## config.mk

```make
export PLATFORM = sky130hd
export DESIGN_NAME = status_bank
export DESIGN_NICKNAME = d
export VERILOG_FILES = /design/src/rtl/common_pkg.sv /design/src/rtl/status_chan.sv /design/src/rtl/status_bank.sv
export SDC_FILE = /design/constraint.sdc
export NUM_CORES = 1
export LEC_CHECK = 0
export CAP_MARGIN = 10
export CORE_MARGIN = 2
export CORE_UTILIZATION = 40
export CTS_CLUSTER_SIZE = 40
export DETAILED_ROUTE_END_ITERATION = 12
export GPL_ROUTABILITY_DRIVEN = 1
export SKIP_CTS_REPAIR_TIMING = 1
export SYNTH_ARGS = -nofsm -noshare
export SYNTH_HDL_FRONTEND = slang
export SYNTH_SLANG_ARGS = --single-unit
export TNS_END_PERCENT = 5
```

## constraint.sdc

```tcl
create_clock -name clk_i -period 2.8 [get_ports clk_i]
set_clock_uncertainty 0.05 [all_clocks]
set_input_delay 0.56 -clock clk_i [delete_from_list [all_inputs] [get_ports clk_i]]
set_output_delay 0.56 -clock clk_i [all_outputs]
set_load 0.02 [all_outputs]
```

## src/rtl/common_pkg.sv

```systemverilog
// Shared types for the status register bank.
// Holds the channel record, default channel count and FSM states.
package common_pkg;

    localparam int STATUS_NUM_CH = 8;

    typedef struct packed {
        logic a;
        logic b;
    } status_t;

    typedef enum logic {
        IDLE  = 1'b0,
        CLEAR = 1'b1
    } status_bank_state_e;

    // Port-side view of a record: bit0 is a, bit1 is b.
    function automatic logic [1:0] status_to_ba(status_t s);
        return {s.b, s.a};
    endfunction

endpackage

```

## src/rtl/status_chan.sv

```systemverilog
// One status channel: two sticky flags plus an optional expiry timer.
// Timer present only when STATUS_BANK_TIMEOUT_EN is defined.
module status_chan
    import common_pkg::*;
#(
    parameter int HOLD_CYCLES = 16
) (
    input  logic       clk_i,
    input  logic       rst_ni,
    input  logic       set_en,
    input  logic       clr_en,
    input  logic [1:0] sel,
    input  logic       wipe,
    output status_t    status
);

    if (HOLD_CYCLES < 1) begin : g_bad_hold
        $error("status_chan: HOLD_CYCLES must be >= 1");
    end

    status_t st_q;
    status_t st_d;
    logic    set_hit;
    logic    expire;

    // A set with an empty mask changes nothing, so it is not a write here.
    assign set_hit = set_en && (|sel);

`ifdef STATUS_BANK_TIMEOUT_EN
    localparam int TW = $clog2(HOLD_CYCLES + 1);
    localparam logic [TW-1:0] HOLD = TW'(HOLD_CYCLES);

    logic [TW-1:0] cnt_q;
    logic [TW-1:0] cnt_d;

    // Timer: reload on set, kill on clear/wipe, otherwise count down.
    always_comb begin
        cnt_d  = cnt_q;
        expire = 1'b0;
        if (wipe) begin
            cnt_d = '0;
        end else if (set_hit) begin
            cnt_d = HOLD;
        end else if (clr_en) begin
            cnt_d = '0;
        end else if (cnt_q != '0) begin
            cnt_d  = cnt_q - 1'b1;
            expire = (cnt_q == TW'(1));
        end
    end

    // Timer register.
    always_ff @(posedge clk_i or negedge rst_ni) begin
        if (!rst_ni) begin
            cnt_q <= '0;
        end else begin
            cnt_q <= cnt_d;
        end
    end
`else
    assign expire = 1'b0;
`endif

    // Flag update: wipe, then write, then expiry (write beats expiry).
    always_comb begin
        st_d = st_q;
        if (wipe) begin
            st_d = '0;
        end else if (set_hit) begin
            st_d.a = st_q.a | sel[0];
            st_d.b = st_q.b | sel[1];
        end else if (clr_en) begin
            st_d.a = st_q.a & ~sel[0];
            st_d.b = st_q.b & ~sel[1];
        end else if (expire) begin
            st_d = '0;
        end
    end

    // Flag register.
    always_ff @(posedge clk_i or negedge rst_ni) begin
        if (!rst_ni) begin
            st_q <= '0;
        end else begin
            st_q <= st_d;
        end
    end

    assign status = st_q;

endmodule

```

## src/rtl/status_bank.sv

```systemverilog
// Multi-channel status flag bank with write port, registered read,
// summaries and sequenced clear-all. Expiry via STATUS_BANK_TIMEOUT_EN.
module status_bank
    import common_pkg::*;
#(
    parameter  int NUM_CH      = STATUS_NUM_CH,
    parameter  int HOLD_CYCLES = 16,
    localparam int CW          = $clog2(NUM_CH)
) (
    input  logic          clk_i,
    input  logic          rst_ni,
    input  logic          wr_valid_i,
    output logic          wr_ready_o,
    input  logic [CW-1:0] wr_ch_i,
    input  logic          wr_set_i,
    input  logic [1:0]    wr_data_i,
    input  logic [CW-1:0] rd_ch_i,
    output logic [1:0]    rd_data_o,
    input  logic          clr_all_i,
    output logic          busy_o,
    output logic          any_a_o,
    output logic          any_b_o
);

    if (NUM_CH < 2) begin : g_bad_num_ch
        $error("status_bank: NUM_CH must be >= 2");
    end

    localparam logic [CW-1:0] LAST = CW'(NUM_CH - 1);

    status_bank_state_e state_q;
    status_bank_state_e state_d;
    logic [CW-1:0]      idx_q;
    logic [CW-1:0]      idx_d;

    logic              wr_acc;
    logic [NUM_CH-1:0] set_en;
    logic [NUM_CH-1:0] clr_en;
    logic [NUM_CH-1:0] wipe;
    status_t           flags [NUM_CH];

    logic [1:0] rd_d;
    logic [1:0] rd_q;
    logic       any_a_d;
    logic       any_b_d;
    logic       any_a_q;
    logic       any_b_q;

    // A clear-all request blocks the write port in the same cycle.
    assign wr_ready_o = (state_q == IDLE) && !clr_all_i;
    assign wr_acc     = wr_valid_i && wr_ready_o;

    // Clear-all sequencer: walk idx over every channel once.
    always_comb begin
        state_d = state_q;
        idx_d   = idx_q;
        unique case (state_q)
            IDLE: begin
                if (clr_all_i) begin
                    state_d = CLEAR;
                    idx_d   = '0;
                end
            end
            CLEAR: begin
                if (idx_q == LAST) begin
                    state_d = IDLE;
                    idx_d   = '0;
                end else begin
                    idx_d = idx_q + 1'b1;
                end
            end
        endcase
    end

    // Sequencer state and scan index.
    always_ff @(posedge clk_i or negedge rst_ni) begin
        if (!rst_ni) begin
            state_q <= IDLE;
            idx_q   <= '0;
        end else begin
            state_q <= state_d;
            idx_q   <= idx_d;
        end
    end

    // Per-channel strobes; out-of-range channels match nothing.
    always_comb begin
        set_en = '0;
        clr_en = '0;
        wipe   = '0;
        for (int i = 0; i < NUM_CH; i++) begin
            set_en[i] = wr_acc && wr_set_i && (wr_ch_i == CW'(i));
            clr_en[i] = wr_acc && !wr_set_i && (wr_ch_i == CW'(i));
            wipe[i]   = (state_q == CLEAR) && (idx_q == CW'(i));
        end
    end

    for (genvar g = 0; g < NUM_CH; g++) begin : g_ch
        status_chan #(
            .HOLD_CYCLES(HOLD_CYCLES)
        ) u_chan (
            .clk_i (clk_i),
            .rst_ni(rst_ni),
            .set_en(set_en[g]),
            .clr_en(clr_en[g]),
            .sel   (wr_data_i),
            .wipe  (wipe[g]),
            .status(flags[g])
        );
    end

    // Read mux and OR summaries over the current flag state.
    always_comb begin
        rd_d    = '0;
        any_a_d = 1'b0;
        any_b_d = 1'b0;
        for (int i = 0; i < NUM_CH; i++) begin
            if (rd_ch_i == CW'(i)) begin
                rd_d = status_to_ba(flags[i]);
            end
            any_a_d = any_a_d | flags[i].a;
            any_b_d = any_b_d | flags[i].b;
        end
    end

    // Output registers for read data and summaries.
    always_ff @(posedge clk_i or negedge rst_ni) begin
        if (!rst_ni) begin
            rd_q    <= '0;
            any_a_q <= 1'b0;
            any_b_q <= 1'b0;
        end else begin
            rd_q    <= rd_d;
            any_a_q <= any_a_d;
            any_b_q <= any_b_d;
        end
    end

    assign rd_data_o = rd_q;
    assign any_a_o   = any_a_q;
    assign any_b_o   = any_b_q;
    assign busy_o    = (state_q == CLEAR);

endmodule

```

======== After elaboration in Yosys (flattened, before gate mapping) ========
Cells that the tools add are included.
storage, ports and cells
  register bits after elaboration ......... 24
  bits in latches ......................... 0
  RAM bits ................................ 0
  bits in read-only memories .............. 0
  input bits .............................. 13
  output and inout bits ................... 6
  logic and storage cells ................. 181
  memories ................................ 0
operators by class
  $add $sub $neg .......................... 1
  $mul .................................... 0
  div/mod/pow operators ................... 0
  magnitude comparators ................... 0
  equality and inequality tests ........... 22
  shift operators ......................... 0
  mux-type cells .......................... 38
  bitwise logic cells ..................... 49
  reduce and logical (&&, ||, !) cells .... 50
operator list
  operator                                              count
  two-way mux 2 bit                                     32
  equality test 3 bit (second input constant)           12
  logical AND 1 bit                                     36
  bitwise OR 1 bit                                      30
  nonzero test 3 bit                                    8
  equality test 3 x 2 -> 1 bit (second input constant)  6
  bitwise AND 1 bit                                     16
  equality test 3 x 1 -> 1 bit (second input constant)  3
  zero test 3 bit                                       3
  two-way mux 3 bit                                     2
  case mux 3 bit (2 select lines)                       1
  adder 3 x 1 -> 3 bit (second input constant)          1
  inverter 1 bit                                        3
  zero test 1 bit                                       2
  two-way mux 1 bit                                     2
  inequality test 2 bit (second input constant)         1
  case mux 1 bit (2 select lines)                       1
  OR reduction 2 bit                                    1

======== Depth between registers and ports, before layout ========
Gate-level depths: netlist of the first run.
  word-level depth ........................ 9
  mapped depth ............................ 5
  mapped depth without buffers ............ 5

======== By module ========
Synthesis of the first run repeated with hierarchy kept, for this count alone.
unflattened totals
  cells, all modules ...................... 147
  area total of the unflattened synthesis .. 1420.1 µm²
by module, submodules not included
  module       times used  cells an instance  area an instance (µm²)  seq. area each (µm²)
  status_bank  1           83                 719.4                   200.2
  status_chan  8           8                  87.6                    50.0

======== Least setup slack after synthesis of the first run ========
No wires, ideal clock.
  kind .................................... register to output
  from .................................... reg state_q, in the netlist busy_o
  to ...................................... out wr_ready_o
  arrival ................................. 1127 ps
  required time ........................... 2190 ps
  setup slack ............................. 1063 ps
  stages on the path, launching flop included .. 4
  path buffers ............................ 2
  path through ............................ dfrtp_1 -> buf_2 -> buf_2 -> nor2_1
on the way
  word-level cells in the longest chain between the ends .. 2
ends and longest elaborated chain
  element                 line               source
  start, declared         status_bank.sv:31  status_bank_state_e state_q;
  start signal, assigned  status_bank.sv:81  state_q <= state_d;
  inverter 1 bit          status_bank.sv:50  assign wr_ready_o = (state_q == IDLE) && !clr_all_i;
  logical AND 1 bit       status_bank.sv:50
  end, declared           status_bank.sv:13  output logic wr_ready_o,
No other way between the ends.

======== Worst setup path in the final report of the first run ========
  from .................................... reg state_q, in the netlist busy_o
  to ...................................... out busy_o
RTL lines
  element        line               source
  end, declared  status_bank.sv:20  output logic busy_o,
No word-level cell between the ends.

==> results of run 1 <==
cell usage in the layout (no fill, tap or decap), drive strengths merged:
master,netlist,layout
o31ai,2,2
dfrtp,24,24
o22ai,1,1
nand4b,5,5
nor4b,1,1
nand3b,3,3
nand2,24,24
and2,1,1
nor2,2,2
clkdlybuf4s50,0,18
mux4,4,4
nand3,4,4
ha,6,6
a21oi,3,3
nor2b,2,2
nand4,7,7
and3b,3,3
a31o,1,1
buf,4,3
o21ai,5,5
mux2i,13,13
clkbuf,3,4
nor4,5,5
mux2,2,2
nand4bb,1,1
nand2b,3,3
inv,6,6
metrics by stage:
step | cells | utilization
6_report | 199 | 0.497
5_1_grt | 199 | 0.497
4_1_cts | 199 | 0.497
3_5_place_dp | 195 | 0.486
3_3_place_gp | 195 | 0.486
2_1_floorplan | 135 | -
cell type report:
class | instances | share of cell area
clock buffer | 4 | 0.0217
multi-input combinational | 98 | 0.450
tap | 46 | 0.0344
sequential | 24 | 0.359
timing repair buffer | 21 | 0.121
inverter | 6 | 0.0135
cells by family (layout without fill, tap and decap cells):
group                      count (synthesis)  after routing
DFF                                       24             24
and+or+nand+nor                           61             61
adders and majority gates                  6              6
muxes                                     19             19
AOI/OAI and AO/OA                         12             12
buffers and inverters                     13             31
power groups by stage:
stage | Clock (W) | Combinational [W] | Sequential (W)
final | 0.000192 | 0.000474 | 0.000557
after global routing | 0.000211 | 0.000530 | 0.000579
after CTS | 0.000198 | 0.000482 | 0.000557
after detailed placement | 0 | 0.000479 | 0.000565
after global placement | 0 | 0.000460 | 0.000562
after floorplan | 0 | 0.000305 | 0.000552
registers in the layout, indices dropped and copies added, names as in the netlist:
register	count
any_a_o	1
any_b_o	1
busy_o	1
g_ch.u_chan.status	16
idx_q	3
rd_data_o	2
worst min path at each step:
stage,slack (ns),endpoint,cells past startpoint
2_1_floorplan,0.21,any_a_o,0
3_3_place_gp,0.44,any_a_o,2
3_5_place_dp,0.45,any_b_o,2
4_1_cts,0.48,any_b_o,2
5_1_grt,0.51,any_a_o,2
6_report,0.48,any_b_o,2
layer usage:
metal  up-vias  part of all wire
li1        531                 -
met1       501              0.46
met2        18              0.51
met3         4             0.023
met4         0            0.0067
met5         -                 0
==> impl_metrics.ini, run 1 <==
[outcome]
outcome = finished, final reports clean

[min_path]
hold_start = g_ch[5].u_chan.status[0]
worstHoldPathType = flip-flop to flip-flop

[pwr]
total_power_w = 0.00122
p_sw_frac = 0.375
p_int_w = 0.000764
seqPwrFrac = 0.455
max-vdd-ir-drop_mv = 0.389
p_leak_nw = 0.815
powerDensity_mw_per_mm2 = 731
pwr-share-comb = 0.388
p_sw_w = 0.000458
clkPwrFrac = 0.157

[synth]
synth_edf_count = 0
synth_top_family_by_area = simple AND/OR/NAND/NOR gates
ys_seq_elements = 24
synthCells = 135
netlist_area_sq_mm = 0.00141
synth_simple_gate_area_share = 0.248
synth_area_per_cell_sq_um = 10.4
yosys.area_share.adder = 0.0534
synth_compound_area_frac = 0.0498
synth.mux.area_fraction = 0.183
synth_nets = 154
synth_ff_type = dfrtp_1
synth_xor_area_frac = 0
synth.area.top_cells = dfrtp_1 43%, mux2i_1 9.3%, mux4_1 7.5%, nand2_1 6.4%, ha_1 5.3%
async_reset_ff_frac = 1.00
synth_largest_area_cell = dfrtp_1
synth.top_cell.area_share = 0.427
yosys_warnings = 0
yosysUniqueCellTypes = 26
ys_top_cells_by_count = 24 x dfrtp_1, 24 x nand2_1, 13 x mux2i_1
yosysSeqAreaShare = 0.427

[critical_path]
cpPeakStageDelay_ns = 0.71
crit_type = flip-flop to output port
cp-endpoint = busy_o
r2r-start = busy_o
slowest_stage = clkdlybuf4s50_1
crit_arrival_ns = 1.73
critical_path.startpoint = busy_o
critPathTopFamily = buffers and inverters
worst_ep_required_time_ns = 2.19
path_depth = 1
cp-start-kind = flip-flop
r2r_end = g_ch[4].u_chan.status[0]
cp_num_buf_inv = 1
end_kind = output port
critPathMaxFanout = 18
r2r_cells = 3
path_cells = clkdlybuf4s50_1
reg2reg_slack_ns = 1.27

[sta]
fin_ws_ns = 0.461
fmax_mhz = 428
slew_viol_final = 0
timing.hold.ws_ns = 0.479
hold_violations = 0
max_slew_margin = 0.648
rsz0062_at_grt = no
min_period_over_period = 0.835
setup_viol = 0
tightestPinTransition_ns = 0.528
post-route-min-period_ns = 2.34
finalSetupTns_ns = 0

[placed_design]
placed_cell_area_sq_mm = 0.00164
place_congestion = 0.842
pre_cts_ws_ns = 0.494
dpl.hpwl_um = 2410
port_buffers = 18

[global_route]
grt_max_degree = 25
grtUsageTotal = 0.168
antenna_found_initial = 0
grt_pass1_wl_um = 5260
top_usage_layer = met2
grt_util_met2 = 0.299
met1_usage = 0.223
gr-total-overflow = 0
grt_pass1_vias = 1085
use_met3 = 0.0250

[cts]
cts.clk_slew.worst_paths_ns = 0.14
cts_tree = built
htree_levels = 1
clockBufferDepth = 2
clk_latency_ns = 0.32
cts_sinks = 24
clockRootBuffer = clkbuf_4
cts_buffers = 3

[job]
cap_violations = 0

[cells_and_area]
syn_to_final_growth_pct = 18.9
seq_area_sq_um = 601
num_antenna_cells = 0
multi_input_area_sq_um = 752
finalInstanceArea_sq_mm = 0.00167
drive_gt1_frac = 0.0719
layout.nets = 173
n_fill_cell = 326

[routing]
routed_wirelength_um = 3140
avgViaCountPerCell = 5.30
final_antenna_net_count = 0
first_pass_iters = 4
wl_per_cell_um = 15.8
drtIter0Drc = 40
drc = 0
vias = 1054

[floorplanning]
core-area_sq_mm = 0.00336
die_w_um = 63.3
rows = 21
start_util = 0.418
die_y_um = 63.3
io_pins = 19
dieArea_sq_mm = 0.00401
(Power assumes the default switching activity.)
==> run 2, diff against run 1 <==
Clock period 2.8 ns to 2.44 ns, I/O delays scaled along.
==> run 2 against run 1 <==
Cell count down 0.50%. Combinational power up 16%. Register-to-register slack worse by 0.39 ns. Sequential power up 12%. Highest routed layer unchanged. Via count up 3.4%. Die area did not move. Critical endpoint is now wr_ready_o. Flip-flop and latch count unchanged. Sequential share of layout area up 0.30 points. Core utilization is 0.41 points lower.
==> impl_metrics.ini, run 2 (synthesized netlist as in run 1, its figures left out) <==
[outcome]
outcome = finished, final reports clean

[cts]
htree_levels = 1
cts_sinks = 24
cts_buffers = 3
cts_tree = built
clockBufferDepth = 2
clockRootBuffer = clkbuf_4
clk_latency_ns = 0.32
cts.clk_slew.worst_paths_ns = 0.13

[routing]
routed_wirelength_um = 3090
first_pass_iters = 4
final_antenna_net_count = 0
drtIter0Drc = 34
wl_per_cell_um = 15.6
vias = 1090
avgViaCountPerCell = 5.51
drc = 0

[cells_and_area]
syn_to_final_growth_pct = 17.9
largest_reg_flops = 16
num_antenna_cells = 0
post-route-util = 0.493
finalInstanceArea_sq_mm = 0.00166
mostFrequentLayoutCells = 24 x nand2_1, 24 x dfrtp_1, 18 x clkdlybuf4s50_1, 13 x mux2i_1, 7 x nand4_1
n_fill_cell = 327
drive_gt1_frac = 0.0658
layout.nets = 173

[critical_path]
crit_arrival_ns = 1.61
worst_ep_required_time_ns = 1.90
cpPeakStageDelay_ns = 0.61
end_kind = output port
critPathMaxFanout = 2
crit_type = primary input to output port
cp-start-kind = primary input
crit_path_frequent_cell = clkdlybuf4s50_1
cp_num_buf_inv = 2
slowest_stage = clkdlybuf4s50_1
critPathTopFamily = buffers and inverters
path_cells = clkdlybuf4s50_1, nor2_1, clkdlybuf4s50_1

[sta]
post-route-min-period_ns = 2.15
rsz0062_at_grt = no
fmax_mhz = 466
min_period_over_period = 0.880
timing.hold.ws_ns = 0.465
slew_viol_final = 0
max_slew_margin = 0.716
hold_violations = 0
tightestPinTransition_ns = 0.424
setup_viol = 0
finalSetupTns_ns = 0

[pwr]
total_power_w = 0.00135
max-vdd-ir-drop_mv = 0.462
powerDensity_mw_per_mm2 = 817
p_leak_nw = 0.807

[floorplanning]
die_w_um = 63.3
io_pins = 19
dieArea_sq_mm = 0.00401
core-area_sq_mm = 0.00336
die_y_um = 63.3
start_util = 0.418
rows = 21

[global_route]
grt_pass1_wl_um = 5200
grt_max_degree = 25
gr-total-overflow = 0
grt_pass1_vias = 1111
antenna_found_initial = 0
grtUsageTotal = 0.166

[min_path]
worstHoldPathType = primary input to async pin

[placed_design]
dpl.hpwl_um = 2340
placed_cell_area_sq_mm = 0.00164
place_congestion = 0.860
port_buffers = 18

[job]
cap_violations = 0
run 2: power breakdown:
group          switching, W  internal (W)
logic              0.000284      0.000267
registers          0.000107      0.000517
clock network      0.000121     0.0000580
run 2: cell type report:
| cell class | count | area [sq um] | area share |
|---|---|---|---|
| tap | 46 | 57.6 | 0.0347 |
| inverter | 6 | 22.5 | 0.0136 |
| sequential | 24 | 601 | 0.362 |
| clock buffer | 3 | 22.5 | 0.0136 |
| timing repair buffer | 21 | 203 | 0.122 |
| multi-input combinational | 98 | 752 | 0.454 |
run 2: stage by stage:
stage	instances	setup slack (ns)
floorplan	135	0.775
finish	198	0.294
CTS	198	0.285
global placement	195	0.283
detailed placement	195	0.298
global route	198	0.246
run 2: final timing paths:
kind                                            endpoint  cells after the start                startpoint  slack (ns)
worst max-delay path                          wr_ready_o                      3                 clr_all_i        0.29
worst min-delay path            g_ch[7].u_chan.status[0]                      2                    rst_ni        0.46
worst max register to register  g_ch[1].u_chan.status[0]                      4                    busy_o        0.88
worst min register to register                   any_a_o                      2  g_ch[6].u_chan.status[1]        0.47
max in group asynchronous       g_ch[0].u_chan.status[0]                      2                    rst_ni        1.63
min in group clk_i                               any_a_o                      2  g_ch[6].u_chan.status[1]        0.47
run 2: metal layers:
| layer | global-route usage | part of all wire | vias to the layer above |
|---|---|---|---|
| li1 | - | - | 526 |
| met1 | 0.205 | 0.46 | 544 |
| met2 | 0.302 | 0.50 | 15 |
| met3 | 0.0196 | 0.025 | 5 |
| met4 | 0.0489 | 0.013 | 0 |
| met5 | 0 | 0 | - |
